<file path="src/rtl/if_fetch.sv">
// Instruction-fetch stage: owns the fetch PC, issues word reads to base RAM and
// holds the returned instruction until ID takes it.
//
// state  | meaning
// S_REQ  | fetch_pc may be requested this cycle
// S_RESP | read data arrives this cycle and is presented to ID
// S_HOLD | ID has not taken the word yet; it is replayed from inst_buf
module if_fetch #(
   parameter logic [31:0] RESET_PC = 32'h8000_0000
) (
   input  logic        clk_i,
   input  logic        rst_i,
   input  logic        ctl_id_allow_in_i,
   input  logic        ctl_jbr_taken_i,
   input  logic [31:0] jbr_target_i,
   input  logic        ctl_baseram_hazard,
   output logic        inst_sram_en_o,
   output logic [31:0] inst_sram_addr_o,
   input  logic [31:0] inst_sram_rdata_i,
   output logic [31:0] if_pc_o,
   output logic [31:0] if_inst_o,
   output logic        ctl_if_over_o
);

   typedef enum logic [1:0] {
      S_REQ  = 2'd0,
      S_RESP = 2'd1,
      S_HOLD = 2'd2
   } state_t;

   state_t      r_state;
   logic [31:0] r_fetch_pc;
   logic [31:0] r_pc;
   logic [31:0] r_inst_buf;

   logic [31:0] w_target;
   logic        w_accept;
   logic        w_unused_target_bits;

   assign w_target             = {jbr_target_i[31:2], 2'b00};
   assign w_unused_target_bits = ^jbr_target_i[1:0];

   always_comb begin
      inst_sram_en_o   = 1'b0;
      inst_sram_addr_o = r_fetch_pc;
      if_pc_o          = r_pc;
      if_inst_o        = r_inst_buf;
      ctl_if_over_o    = 1'b0;
      case (r_state)
         S_REQ: begin
            inst_sram_en_o = !rst_i && !ctl_jbr_taken_i && !ctl_baseram_hazard;
         end
         S_RESP: begin
            if_inst_o     = inst_sram_rdata_i;
            ctl_if_over_o = !ctl_jbr_taken_i;
         end
         S_HOLD: begin
            ctl_if_over_o = !ctl_jbr_taken_i;
         end
         default: begin
            ctl_if_over_o = 1'b0;
         end
      endcase
   end

   // Hazard and redirect both veto consumption; IF/ID does not latch then.
   assign w_accept = ctl_if_over_o && ctl_id_allow_in_i &&
                     !ctl_jbr_taken_i && !ctl_baseram_hazard;

   always_ff @(posedge clk_i) begin
      if (rst_i) begin
         r_state    <= S_REQ;
         r_fetch_pc <= RESET_PC;
         r_pc       <= 32'h0;
         r_inst_buf <= 32'h0;
      end else begin
         case (r_state)
            S_REQ: begin
               if (ctl_jbr_taken_i) begin
                  r_fetch_pc <= w_target;
               end else if (!ctl_baseram_hazard) begin
                  r_pc    <= r_fetch_pc;
                  r_state <= S_RESP;
               end
            end
            S_RESP: begin
               if (ctl_jbr_taken_i) begin
                  r_fetch_pc <= w_target;
                  r_state    <= S_REQ;
               end else if (w_accept) begin
                  r_fetch_pc <= r_pc + 32'd4;
                  r_state    <= S_REQ;
               end else begin
                  r_inst_buf <= inst_sram_rdata_i;
                  r_state    <= S_HOLD;
               end
            end
            S_HOLD: begin
               if (ctl_jbr_taken_i) begin
                  r_fetch_pc <= w_target;
                  r_state    <= S_REQ;
               end else if (w_accept) begin
                  r_fetch_pc <= r_pc + 32'd4;
                  r_state    <= S_REQ;
               end
            end
            default: begin
               r_state <= S_REQ;
            end
         endcase
      end
   end

endmodule

</file>
<file path="config.mk">
export PLATFORM = sky130hd
export DESIGN_NAME = if_fetch
export DESIGN_NICKNAME = d
export VERILOG_FILES = /design/src/rtl/if_fetch.sv
export SDC_FILE = /design/constraint.sdc
export NUM_CORES = 1
export LEC_CHECK = 0
export ABC_AREA = 1
export BUFFER_PORTS_ARGS = -buffer_cell sky130_fd_sc_hd__buf_2
export CAP_MARGIN = 5
export CORE_ASPECT_RATIO = 1.1
export CORE_MARGIN = 2
export CORE_UTILIZATION = 39
export CTS_CLUSTER_SIZE = 30
export DETAILED_ROUTE_END_ITERATION = 7
export GPL_TIMING_DRIVEN = 0
export PLACE_DENSITY_LB_ADDON = 0.15
export REMOVE_ABC_BUFFERS = 1
export SLEW_MARGIN = 20
export SYNTH_ARGS = -nofsm -noshare
export SYNTH_HDL_FRONTEND = slang
export SYNTH_SLANG_ARGS = --single-unit
</file>
<file path="constraint.sdc">
create_clock -name clk_i -period 2.1 [get_ports clk_i]
set_input_delay 0.105 -clock clk_i [delete_from_list [all_inputs] [get_ports clk_i]]
set_output_delay 0.105 -clock clk_i [all_outputs]
set_load 0.05 [all_outputs]
</file>
==> run summary, run 1 <==
The run finished with clean final reports. The layout net count is 949. The met1 routing resource usage after global routing is 0.2663.

The buffer cell driving the clock tree root is sky130_fd_sc_hd__clkbuf_16. The count of final setup violators is 0. The repair_antennas step left the layout with diodes totalling 0. For met2 alone, demand over resource in global routing was 0.3911. The number of buffers added by the clock tree synthesis step is 9. The number of endpoints with negative hold slack in the final report came to 0. Measured along the x axis, the die boundary spans 110.5 um. The maximum number of pins on one net before global-route repair is 85. The share of the cycle needed by the critical path after routing came out at 0.9653. The area growth from synthesis to layout is 27.38%. The placeable core region came out at 12,090 um^2.

Among all stages on the critical path, the largest delay is contributed by sky130_fd_sc_hd__dfxtp_1. The average vias per placed instance is 5.099. The final RePlAce weighted congestion is 0.8517.

STA classifies the critical path startpoint as a flop. The total number of H-tree levels is 3. At the pin with the least slew margin, the transition time is 699.8 ps. The aggregate global routing overflow is 0. The die covers 13,390 um^2. The count of pins over their slew limit is 0. The clock insertion delay at the later pin of the skew report is 350 ps. The CTS tree is yes. During placement, the flow inserted port buffers numbering 164. The number of max-cap violations came out at 0. Across every metal layer, demand over resource in global routing totals 0.2229. The initial antenna violation count is 0.

The maximum operating frequency is 493.3 MHz. The warning count from the yosys run came out at 0. The number of iterations in the first detailed-routing pass is 5. The startpoint-to-endpoint class of the critical path is reg2reg. The global-route track usage on met3 came out at 0.05395. The cell count after synthesis came out at 734. The number of primary I/O pins came out at 167. The synthesized netlist contains 30 unique library cells. The portion of the post-synthesis area used by sequential elements came out at 0.4032.

The post-route clock skew came out at 12.59 ps. Setup repair after global routing could not meet its margin everywhere. The register bit total from synthesis came out at 98.

The count of unresolved DRC violations after routing is 0. The worst setup path is captured at a flop. The final hold slack is 20.53 ps. The CTS sink count came out at 98. Clock-pin slew was measured on the worst setup and hold paths at 70 ps. The cell row count is 42.

Detailed placement finished with a half-perimeter wire length of 10.03 mm. The number of nets with antenna violations after routing came out at 0. The per-instance average area after synthesis came out at 6.629 um^2. The y dimension of the die is 121.2 um. The data arrival at the endpoint of the critical path is 2240 ps. The share of the core filled with cells came out at 0.5128. The largest driver fanout on the critical path is 39. The smallest clock period supported by the final layout is computed as 2027 ps. The number of global-route vias before repair came out at 4,858. The worst hold path belongs to the class in2reg. The initial core utilization is 0.4026. Detailed routing inserted a total of 5,267 vias. In this run the static leakage power is 2.639 nW. The power per unit of standard cell area is 1017 nW/um^2. The relative slew slack came out at 0.5335.

The required time of the critical path is 2310 ps. The critical path goes through inv_2 -> ha_4 -> nand2_8 -> a21oi_4 -> nor3_4 -> buf_4 -> inv_16 -> nor2_1 -> o21ai_1 -> a21oi_1. In the final routed layout, each cell accounts on average for 14.60 um. The DRC marker count from the first detailed-route iteration is 252. After global routing, the most crowded layer is met2. The highest cell delay on the worst timing path is 430 ps.

The synthesized area came out at 4866 um^2. In the final layout, the share of cells above drive strength 1 is 0.2321. The cts-stage hold buffer count is 0. The maximum clock path buffer count came out at 2. The worst supply voltage drop on vdd is 0.4696 mV. The final wirelength came out at 15.08 mm.

The count of fill cells added during filler insertion came out at 1,254. The global-route wire length before repair is 23.91 mm.
==> sequential cells by signal (all words and copies together), names as in the netlist <==
register          cells
r_state               2
inst_sram_addr_o     32
r_inst_buf           32
if_pc_o              32
==> synthesized netlist by cell type <==
library cell               number  area (um^2)
sky130_fd_sc_hd__nand2_4        1        11.26
sky130_fd_sc_hd__nand3_1       35        175.2
sky130_fd_sc_hd__xor2_1         4        35.03
sky130_fd_sc_hd__buf_2          9        45.04
sky130_fd_sc_hd__a21o_1         1        7.510
sky130_fd_sc_hd__nand3_2        1        10.01
sky130_fd_sc_hd__and2_1         2        12.51
sky130_fd_sc_hd__a21oi_2        2        17.52
sky130_fd_sc_hd__nand3b_1       2        15.01
sky130_fd_sc_hd__clkbuf_1      31        116.4
sky130_fd_sc_hd__o21ai_1        9        45.04
sky130_fd_sc_hd__o21ai_0      117        585.6
sky130_fd_sc_hd__a21oi_1      101        505.5
sky130_fd_sc_hd__inv_1         67        251.5
sky130_fd_sc_hd__buf_1          1        3.750
sky130_fd_sc_hd__nor3_4         1        16.27
sky130_fd_sc_hd__nand4_1        4        25.02
sky130_fd_sc_hd__dfxtp_1       98         1962
sky130_fd_sc_hd__buf_6          1        11.26
sky130_fd_sc_hd__buf_4          1        7.510
sky130_fd_sc_hd__xnor2_1        1        8.760
sky130_fd_sc_hd__nor2_2         2        12.51
sky130_fd_sc_hd__nand2_2        1        6.260
sky130_fd_sc_hd__inv_2          2        7.510
sky130_fd_sc_hd__ha_1           6        75.07
sky130_fd_sc_hd__nor2_4         1        11.26
sky130_fd_sc_hd__nand2_1      138        518.0
sky130_fd_sc_hd__a31oi_1        4        25.02
sky130_fd_sc_hd__nor2_1        90        337.8
sky130_fd_sc_hd__nor3_1         1        5.000
==> layer usage <==
layer  routed length (um)  part of all wire  vias up
met5                    0                 0        -
met4                  240             0.016        0
met3                 1101             0.073       15
met2                 7322              0.49      170
met1                 6415              0.43     2387
li1                     -                 -     2695
==> kinds of logic after synthesis <==
| family | share of synthesized area |
|---|---|
| AO/OA/AOI/OAI | 0.2438 |
| XOR/XNOR | 0.008999 |
| adder cells (fa/ha/maj) | 0.01543 |
| buffers and inverters | 0.09102 |
| flip-flops | 0.4032 |
| AND/OR/NAND/NOR | 0.2376 |
==> per-stage QoR <==
stage	instance area, um^2	setup WS, ps	cells	power [W]	TNS, ps
5_1_grt	6198	-20.54	1033	0.006601	-29.61
3_5_place_dp	5776	-1031	1012	0.004530	-29250
2_1_floorplan	4682	-1392	691	0.003910	-58810
6_report	6198	72.86	1033	0.006302	0
3_3_place_gp	5695	-2405	1009	0.004461	-137900
4_1_cts	6176	49.78	1032	0.006337	0
==> layout by cell type, fill, tap and decap left out, types with 3 or more instances in the layout <==
cell and n:
sky130_fd_sc_hd__buf_2 164, sky130_fd_sc_hd__nand2_1 137, sky130_fd_sc_hd__o21ai_0 117, sky130_fd_sc_hd__a21oi_1 101
sky130_fd_sc_hd__dfxtp_1 97, sky130_fd_sc_hd__nor2_1 90, sky130_fd_sc_hd__inv_1 64, sky130_fd_sc_hd__nand3_1 34
sky130_fd_sc_hd__o21ai_1 9, sky130_fd_sc_hd__clkbuf_16 9, sky130_fd_sc_hd__nand4_1 4, sky130_fd_sc_hd__xor2_1 4
sky130_fd_sc_hd__a31oi_1 4, sky130_fd_sc_hd__ha_1 4, sky130_fd_sc_hd__clkbuf_1 3, sky130_fd_sc_hd__buf_4 3
==> worst max-delay path: cells and delay by family, from the launching register on <==
family	cells	cell delay [ps]
adder cells (fa/ha/maj)	1	320
AND/OR/NAND/NOR	3	280
buffers and inverters	3	420
AO/OA/AOI/OAI	3	410
flip-flops	1	430
==> report_power, final <==
group / switching [W] / total, W / internal [W]
clock: 0.000715 / 0.00170 / 0.000990
sequential: 0.000176 / 0.00227 / 0.00209
combinational: 0.00176 / 0.00233 / 0.000567
total: 0.00265 / 0.00630 / 0.00365
==> path summary, 6_finish.rpt <==
path,startpoint,endpoint,slack (ps),cells after the start
worst min-delay path,jbr_target_i[3],inst_sram_addr_o[3]$_SDFFE_PP0P_,20,3
worst max register to register,r_state[0]$_SDFFE_PP0P_,inst_sram_addr_o[8]$_SDFFE_PP0P_,70,10
worst max-delay path,r_state[0]$_SDFFE_PP0P_,inst_sram_addr_o[8]$_SDFFE_PP0P_,70,10
worst min register to register,r_inst_buf[19]$_SDFFE_PP0P_,r_inst_buf[19]$_SDFFE_PP0P_,450,2
==> layout make-up <==
type	instances	area [um^2]	share of cell area
Multi-Input combinational cell	526	2542	0.4102
Sequential cell	98	1963	0.3167
Timing Repair Buffer	170	910.9	0.1470
Inverter	69	290.3	0.04683
Clock buffer	14	264.0	0.04259
Tap cell	154	192.7	0.03109
Clock inverter	2	35.03	0.005652
==> what timing repair did <==
item | CTS | global route
setup buffers | 2 | 1
pin swaps | 3 | 1
resized for setup | 14 | 4
endpoints found under the setup margin | 34 | 32
endpoints found under the hold margin | 0 | 0
gates cloned | 2 | 0
Power figures use the tool's default switching activity.
==> run 2, diff against run 1 <==
- ABC_AREA: 1 -> unset
==> run 2 against run 1 <==
Effect of this change:
- largest cell class unchanged
- core utilization rose by 2.4 points
- largest power group unchanged
- final area rose by 3.8%
- critical endpoint is now inst_sram_addr_o[20]$_SDFFE_PP0P_
- critical path depth fell by 1
- critical path type unchanged
==> run summary, run 2 <==
The relative contribution of the clock network to total power came out at 0.278 (was 0.271). The leakage power figure is 2.788 nW (was 2.639 nW). The share of the cycle needed by the critical path after routing is 0.9618 (was 0.9653). The count of cell types in the netlist is 47 (was 30). The number of buffers added by the clock tree synthesis step came out at 9 (unchanged). The DRC marker count from the first detailed-route iteration is 208 (was 252). The layout-stage area growth over the synthesis result came out at 35.36% (was 27.38%). The number of primary I/O pins is 167 (unchanged). The fraction of post-synthesis cell area in the top cell type by area came to 0.4128 (was 0.4032). The share of the core filled with cells was 0.5369 (was 0.5128).

Unrepaired setup endpoints after global routing: no (was yes). The largest driver fanout on the critical path is 34 (was 39). The combinational group share of total power came out at 0.366 (was 0.370).

The estimated wirelength of the detail-placed design came out at 9.233 mm (was 10.03 mm). Leading post-synthesis cells by instance count: sky130_fd_sc_hd__nand2_1 (156), sky130_fd_sc_hd__dfxtp_1 (98), sky130_fd_sc_hd__a21oi_1 (84), sky130_fd_sc_hd__clkbuf_1 (35), sky130_fd_sc_hd__mux2_2 (32) (was sky130_fd_sc_hd__nand2_1 (138), sky130_fd_sc_hd__o21ai_0 (117), sky130_fd_sc_hd__a21oi_1 (101), sky130_fd_sc_hd__dfxtp_1 (98), sky130_fd_sc_hd__nor2_1 (90)). The CTS sink count came out at 98 (unchanged). The CTS tree is yes (unchanged). The family with the most delay on the worst path is compound AO/OA/AOI/OAI gates (was flip-flops). The fraction of registers with async set/reset is 0 (unchanged). The register bit total from synthesis is 98 (unchanged). The number of nets with antenna violations after routing came out at 0 (unchanged). The clock slew at the register clock pins of the worst setup and hold paths is 70 ps (about the same).

The register-to-register setup slack is 80 ps (was 70 ps). The number of flops mapped to enable cells by yosys is 0 (unchanged). The logic depth of the worst register-to-register path is 9 (was 10). The startpoint-to-endpoint class of the critical path was reg2reg (unchanged).

The switching power is 0.002378 W (was 0.002654 W). The initial antenna violation count is 0 (unchanged). The initial core utilization is 0.3966 (was 0.4026).

The maximum number of pins on one net before global-route repair is 55 (was 85). Leading post-synthesis cells by cell area: sky130_fd_sc_hd__dfxtp_1 (41%), sky130_fd_sc_hd__nand2_1 (12%), sky130_fd_sc_hd__a21oi_1 (8.8%), sky130_fd_sc_hd__mux2_2 (7.6%), sky130_fd_sc_hd__xor2_1 (3.3%) (was sky130_fd_sc_hd__dfxtp_1 (40%), sky130_fd_sc_hd__o21ai_0 (12%), sky130_fd_sc_hd__nand2_1 (11%), sky130_fd_sc_hd__a21oi_1 (10%), sky130_fd_sc_hd__nor2_1 (6.9%)). The time the final worst path needs with I/O delays and setup came out at 2020 ps (was 2027 ps). The average vias per placed instance is 5.155 (was 5.099).

The maximum clock path buffer count is 2 (unchanged). The worst supply voltage drop on vdd came out at 0.6152 mV (was 0.4696 mV). The number of iterations in the first detailed-routing pass was 4 (was 5). The total number of H-tree levels is 3 (unchanged). The critical path capture point type was a flop (unchanged).

The reg-to-reg critical path startpoint was r_state[1]$_SDFFE_PP0P_ (was r_state[0]$_SDFFE_PP0P_). The number of max-cap violations is 0 (unchanged). The dominant cell by count in the synthesized netlist is sky130_fd_sc_hd__nand2_1 (unchanged).

The die width came out at 109.2 um (was 110.5 um). The required time of the critical path is 2290 ps (was 2310 ps). The count of final setup violators is 0 (unchanged).

The count of pins over their slew limit is 0 (unchanged). The endpoint of the worst hold path was r_inst_buf[16]$_SDFFE_PP0P_ (was inst_sram_addr_o[3]$_SDFFE_PP0P_). The startpoint of the most critical hold path is inst_sram_rdata_i[16] (was jbr_target_i[3]). The top flip-flop cell by instance count after synthesis was sky130_fd_sc_hd__dfxtp_1 (unchanged). The buffer cell driving the clock tree root was sky130_fd_sc_hd__clkbuf_16 (unchanged). The most common cell after layout, fill and taps aside is sky130_fd_sc_hd__buf_2 (unchanged).

The number of global-route vias before repair came out at 4,483 (was 4,858). The data arrival at the endpoint of the critical path came out at 2210 ps (was 2240 ps). The class of the tightest hold or removal check is in2reg (unchanged). The count of antenna diodes in the layout is 0 (unchanged). The global-route total usage across every layer is 0.2108 (was 0.2229). The global-route wire length before repair came to 21.84 mm (was 23.91 mm).

The number of port buffers came out at 164 (unchanged). The total area of multi-input combinational cells is 2708 um^2 (was 2542 um^2). The sum of buffers and inverters on the critical path came out at 4 (was 3). The detail-routed net length per standard cell is 15.05 um (was 14.60 um). The relative slew slack is 0.4988 (was 0.5335). The warning count from the yosys run is 0 (unchanged).

The total via count in the routed design came out at 4,748 (was 5,267). The number of endpoints with negative hold slack in the final report is 0 (unchanged). The highest cell delay on the worst timing path is 430 ps (about the same). The slowest cell on the critical path is sky130_fd_sc_hd__a221o_4 (was sky130_fd_sc_hd__dfxtp_1). The maximum operating frequency is 495.1 MHz (was 493.3 MHz). The cell count of the worst hold path is 3 (unchanged). Outcome: finished, final reports clean (unchanged). The post-route clock skew came to 5.518 ps (was 12.59 ps). The share of power burned in registers came out at 0.356 (was 0.360).

The pin slew with the least headroom to its limit is 751.7 ps (was 699.8 ps). The cell row count is 42 (unchanged). The power per unit of standard cell area came out at 946.0 nW/um^2 (was 1017 nW/um^2). The overall die area is 13,080 um^2 (was 13,390 um^2). The y dimension of the die came out at 119.8 um (was 121.2 um). The clock insertion delay at the later pin of the skew report is 340 ps (was 350 ps).

The register area came out at 1966 um^2 (was 1963 um^2). The total internal power is 0.003707 W (was 0.003648 W). The layout net count is 837 (was 949).

The kind of launch point of the worst setup path was a flop (unchanged). The dominant cell type by area after synthesis is sky130_fd_sc_hd__dfxtp_1 (unchanged). The gate count after technology mapping is 587 (was 734). The endpoint of the worst-slack reg-to-reg timing path is inst_sram_addr_o[20]$_SDFFE_PP0P_ (was inst_sram_addr_o[8]$_SDFFE_PP0P_). The per-instance average area after synthesis came out at 8.095 um^2 (was 6.629 um^2). The count of unresolved DRC violations after routing was 0 (unchanged). The count of fill cells added during filler insertion is 1,127 (was 1,254).

The portion of the post-synthesis area used by sequential elements was 0.4128 (was 0.4032). The post-placement setup slack is -1800 ps (was -1031 ps). The switching share of power is 0.3908 (was 0.4211). The post-route worst setup slack is 80.26 ps (was 72.86 ps). The aggregate global routing overflow came out at 0 (unchanged). The synthesized area came to 4752 um^2 (was 4866 um^2). The placeable core region came out at 11,980 um^2 (was 12,090 um^2).

The ratio of cells with drive above 1 in the final layout came to 0.3494 (was 0.2321). The final wirelength came to 13.86 mm (was 15.08 mm). Most frequent cells in the layout: sky130_fd_sc_hd__buf_2 (163), sky130_fd_sc_hd__nand2_1 (153), sky130_fd_sc_hd__dfxtp_1 (95) (was sky130_fd_sc_hd__buf_2 (164), sky130_fd_sc_hd__nand2_1 (137), sky130_fd_sc_hd__o21ai_0 (117)). Cell-by-cell trace of the critical path: inv_2 -> ha_4 -> nand2_8 -> inv_12 -> a221o_4 -> buf_12 -> nor2_4 -> buf_4 -> a221oi_1 (was inv_2 -> ha_4 -> nand2_8 -> a21oi_4 -> nor3_4 -> buf_4 -> inv_16 -> nor2_1 -> o21ai_1 -> a21oi_1). The final RePlAce weighted congestion came out at 0.7754 (was 0.8517).
## run 2: cell types whose count changed in the layout (fill, tap and decap cells not counted), sizes merged, moves of 9 or more
cell	delta
o21ai	-113
nor2	-69
inv	-60
mux2	+32
nand3	-22
a21oi	-18
buf	+17
dlygate4sd3	+17
nand2	+17
xor2	+14
and3	+9
nand4	+9
## run 2: kinds of logic after synthesis
family | after synthesis | synth area share
flip-flops | 98 | 0.4128
XOR/XNOR | 26 | 0.04792
adder cells (fa/ha/maj) | 6 | 0.01580
buffers and inverters | 50 | 0.04029
AO/OA/AOI/OAI | 133 | 0.1677
multiplexers | 34 | 0.08004
AND/OR/NAND/NOR | 240 | 0.2354
## run 2: metrics by stage
| stage | std cells | instance area, um^2 | power [W] | hold slack (ps) | setup TNS, ps |
|---|---|---|---|---|---|
| after floorplan | 546 | 4594 | 0.003675 | 167.4 | -77010 |
| after global placement | 864 | 5608 | 0.004187 | 354.1 | -184470 |
| after detailed placement | 875 | 5772 | 0.004299 | 364.4 | -42120 |
| after CTS | 915 | 6384 | 0.006123 | 0.8657 | 0 |
| after global routing | 921 | 6432 | 0.006375 | 4.372 | 0 |
| final | 921 | 6432 | 0.006085 | 14.19 | 0 |
## run 2: area by class of cell
cell class / instances / area share
Clock buffer: 11 / 0.03929
Sequential cell: 98 / 0.3056
Clock inverter: 5 / 0.008170
Timing Repair Buffer: 204 / 0.1889
Inverter: 9 / 0.007197
Multi-Input combinational cell: 440 / 0.4209
Tap cell: 154 / 0.02996
## run 2: power groups by stage
stage	clock network [W]	logic, W	registers, W
after floorplan	0	0.00108	0.00259
after global placement	0	0.00199	0.00220
after detailed placement	0	0.00209	0.00221
after CTS	0.00174	0.00221	0.00217
after global routing	0.00182	0.00237	0.00219
final	0.00169	0.00222	0.00217
## run 2: how the worst max path moves through the flow
stage | startpoint | endpoint | slack, ps | depth (start not counted)
2_1_floorplan | r_state[1]$_SDFFE_PP0P_ | r_state[1]$_SDFFE_PP0P_ | -1440 | 5
3_3_place_gp | r_state[0]$_SDFFE_PP0P_ | inst_sram_addr_o[22]$_SDFFE_PP0P_ | -3120 | 7
3_5_place_dp | r_state[0]$_SDFFE_PP0P_ | inst_sram_addr_o[25]$_SDFFE_PP0P_ | -1800 | 9
4_1_cts | r_state[1]$_SDFFE_PP0P_ | inst_sram_addr_o[20]$_SDFFE_PP0P_ | 20 | 9
5_1_grt | if_pc_o[3]$_SDFFE_PP0P_ | inst_sram_addr_o[30]$_SDFFE_PP0P_ | 3 | 7
6_report | r_state[1]$_SDFFE_PP0P_ | inst_sram_addr_o[20]$_SDFFE_PP0P_ | 80 | 9
## run 2: what timing repair did
action                     4_1_cts  5_1_grt
gates cloned                     1        0
hold endpoints to repair        17        0
pin swaps                        5        3
resized for setup               18        4
hold buffers                    17        0
setup buffers                    6        6
setup endpoints to repair       42       22
## run 2: layer usage
metal / part of all wire / vias to the layer above / track usage
met3: 0.072 / 18 / 0.05595
met2: 0.48 / 146 / 0.3486
li1: - / 2379 / -
met5: 0 / - / 0
met1: 0.43 / 2205 / 0.2618
met4: 0.019 / 0 / 0.07674
## run 2: worst min-delay path: stages
cell and delay, ps:
sky130_fd_sc_hd__buf_2 100, sky130_fd_sc_hd__nand2_1 50, sky130_fd_sc_hd__a21oi_1 50
==> run 3, diff against run 2 <==
--- a/config.mk
+++ b/config.mk
@@ -11,4 +11,5 @@
 export CORE_MARGIN = 2
 export CORE_UTILIZATION = 39
+export CTS_BUF_LIST = sky130_fd_sc_hd__clkbuf_8
 export CTS_CLUSTER_SIZE = 30
 export DETAILED_ROUTE_END_ITERATION = 7
==> constraint.sdc (replaced) <==
create_clock -name clk_i -period 2.1 [get_ports clk_i]
set_input_delay 0.105 -clock clk_i [delete_from_list [all_inputs] [get_ports clk_i]]
set_output_delay 0.105 -clock clk_i [all_outputs]
set_load 0.01 [all_outputs]
==> run 3 against run 2 <==
Effect of this change:
- worst hold slack improved by 9.6 ps
- non-clock buffer count rose by 15
- count of clock-buffer cells in the layout did not move
- global-route usage rose by 0.47 points
- largest cell class unchanged
- core utilization rose by 0.37 points
- die area did not move
- highest routed layer unchanged
- routed wire length rose by 2.0%
==> run summary, run 3 (synthesized netlist as in run 2, its figures left out) <==
Outcome: finished, final reports clean (unchanged). The die width came out at 109.2 um (unchanged). The number of iterations in the first detailed-routing pass came out at 4 (unchanged). The leakage power figure is 2.801 nW (was 2.788 nW). The global-route total usage across every layer is 0.2155 (was 0.2108). The slowest cell on the critical path was sky130_fd_sc_hd__a221o_4 (unchanged).

The post-route clock skew came out at 8.343 ps (was 5.518 ps). The register area is 1966 um^2 (unchanged). The estimated wirelength of the detail-placed design was 9.233 mm (unchanged).

The count of antenna diodes in the layout came out at 0 (unchanged). The kind of launch point of the worst setup path is a flop (unchanged). The number of primary I/O pins was 167 (unchanged). The clock slew at the register clock pins of the worst setup and hold paths was 90 ps (was 70 ps). The maximum clock path buffer count came to 2 (unchanged). The worst supply voltage drop on vdd is 0.4338 mV (was 0.6152 mV). The count of pins over their slew limit came to 0 (unchanged). The layout-stage area growth over the synthesis result came out at 36.28% (was 35.36%). The family with the most delay on the worst path was compound AO/OA/AOI/OAI gates (unchanged).

The maximum operating frequency came out at 496.3 MHz (was 495.1 MHz). Most frequent cells in the layout: sky130_fd_sc_hd__buf_2 (163), sky130_fd_sc_hd__nand2_1 (153), sky130_fd_sc_hd__dfxtp_1 (95) (unchanged). The buffer cell driving the clock tree root is sky130_fd_sc_hd__clkbuf_8 (was sky130_fd_sc_hd__clkbuf_16). The area of placed instances came out at 5772 um^2 (unchanged). Cell-by-cell trace of the critical path: inv_2 -> ha_4 -> nand2_8 -> inv_12 -> a221o_4 -> buf_12 -> nor2_4 -> buf_4 -> a221oi_1 (unchanged).

The time the final worst path needs with I/O delays and setup was 2015 ps (was 2020 ps). The pin slew with the least headroom to its limit is 760.8 ps (was 751.7 ps). The number of max-cap violations came out at 0 (unchanged).

The final RePlAce weighted congestion came out at 0.7754 (unchanged). The beginning of the critical path is r_state[1]$_SDFFE_PP0P_ (unchanged). The clock insertion delay at the later pin of the skew report came out at 370 ps (was 340 ps). The share of the cycle needed by the critical path after routing is 0.9595 (was 0.9618).

The global-route wire length before repair is 22.29 mm (was 21.84 mm). The layout net count came out at 852 (was 837). The reg-to-reg critical path startpoint is r_state[1]$_SDFFE_PP0P_ (unchanged). The required time of the critical path is 2330 ps (was 2290 ps). The cell row count came out at 42 (unchanged). The total number of H-tree levels came out at 3 (unchanged). The relative slew slack is 0.4910 (was 0.4988). The maximum number of pins on one net before global-route repair is 55 (unchanged). The most common cell after layout, fill and taps aside is sky130_fd_sc_hd__buf_2 (unchanged). The average vias per placed instance was 5.149 (was 5.155). The number of global-route vias before repair came out at 4,581 (was 4,483). The placeable core region is 11,980 um^2 (unchanged).

The y dimension of the die came out at 119.8 um (unchanged). The CTS tree is yes (unchanged). The highest cell delay on the worst timing path is 430 ps (about the same). The critical path capture point type is a flop (unchanged). The largest driver fanout on the critical path came out at 34 (unchanged). The count of unresolved DRC violations after routing came out at 0 (unchanged).

The total via count in the routed design came to 4,819 (was 4,748). The sum of buffers and inverters on the critical path was 4 (unchanged). The initial core utilization came out at 0.3966 (unchanged).

The class of the tightest hold or removal check is in2reg (unchanged). The initial antenna violation count is 0 (unchanged). The data arrival at the endpoint of the critical path came out at 2240 ps (was 2210 ps). The final hold slack came out at 23.80 ps (was 14.19 ps). The detail-routed net length per standard cell came to 15.11 um (was 15.05 um). The CTS sink count came out at 98 (unchanged). The number of port buffers is 164 (unchanged).

The number of nets with antenna violations after routing came out at 0 (unchanged). The ratio of cells with drive above 1 in the final layout is 0.3427 (was 0.3494). The DRC marker count from the first detailed-route iteration was 214 (was 208).

The number of buffers added by the clock tree synthesis step came out at 9 (unchanged). The number of endpoints with negative hold slack in the final report came to 0 (unchanged). The overall die area came out at 13,080 um^2 (unchanged). The count of final setup violators is 0 (unchanged). The final design area excluding fillers was 6476 um^2 (was 6432 um^2).

The total area of multi-input combinational cells is 2703 um^2 (was 2708 um^2). The startpoint of the most critical hold path is jbr_target_i[11] (was inst_sram_rdata_i[16]). The count of fill cells added during filler insertion is 1,112 (was 1,127).

Unrepaired setup endpoints after global routing: no (unchanged). The power per unit of standard cell area came out at 771.1 nW/um^2 (was 946.0 nW/um^2). The final wirelength is 14.14 mm (was 13.86 mm). The startpoint-to-endpoint class of the critical path was reg2reg (unchanged).

The aggregate global routing overflow is 0 (unchanged).
[run 3: cell type report]
type | instances | share of cell area
tap | 154 | 0.02975
multi-input combinational | 440 | 0.4173
clock inverter | 5 | 0.008114
sequential | 98 | 0.3035
timing repair buffer | 219 | 0.2108
clock buffer | 11 | 0.02338
inverter | 9 | 0.007148
[run 3: tightest hold or removal path, delay by kind of cell]
kind	cells	cell delay, ps
and+or+nand+nor	1	60
buffers and inverters	1	100
AOI/OAI and AO/OA	1	80
[run 3: routing by layer]
metal,global-route usage,up-vias,share of wire
li1,-,2402,-
met1,0.2636,2256,0.43
met2,0.3645,143,0.48
met3,0.05160,18,0.064
met4,0.07991,0,0.019
met5,0,-,0
[run 3: repair_timing]
action / in CTS / in global routing
buffers inserted: 6 / 6
hold endpoints to repair: 32 / 0
pin swaps: 5 / 3
setup endpoints to repair: 42 / 26
resized for setup: 16 / 6
hold buffers: 32 / 0
cloned: 1 / 0
[run 3: worst paths after layout]
| check | endpoint | cells past startpoint | slack [ps] |
|---|---|---|---|
| hold reg to reg | r_inst_buf[7]$_SDFFE_PP0P_ | 2 | 460 |
| setup reg to reg | inst_sram_addr_o[20]$_SDFFE_PP0P_ | 9 | 90 |
| setup / recovery | inst_sram_addr_o[20]$_SDFFE_PP0P_ | 9 | 90 |
| hold / removal | inst_sram_addr_o[11]$_SDFFE_PP0P_ | 3 | 20 |
[run 3: report_power, final]
part	internal (W)	switching, W	leakage (nW)
sequential	0.00203	0.000140	0.800
combinational	0.000709	0.000838	1.90
clock	0.000610	0.000668	0.105
total	0.00335	0.00165	2.80
[run 3: stage by stage]
stage / utilization / std cells / TNS [ps] / power [W] / setup slack [ps]
finish: 0.5405 / 936 / 0 / 0.004994 / 85.00
detailed placement: 0.4817 / 875 / -41980 / 0.003597 / -1800
global placement: 0.4680 / 864 / -181990 / 0.003485 / -3115
global route: 0.5405 / 936 / 0 / 0.005274 / 3.440
floorplan: - / 546 / -72710 / 0.002971 / -1437
CTS: 0.5360 / 930 / 0 / 0.005012 / 7.551
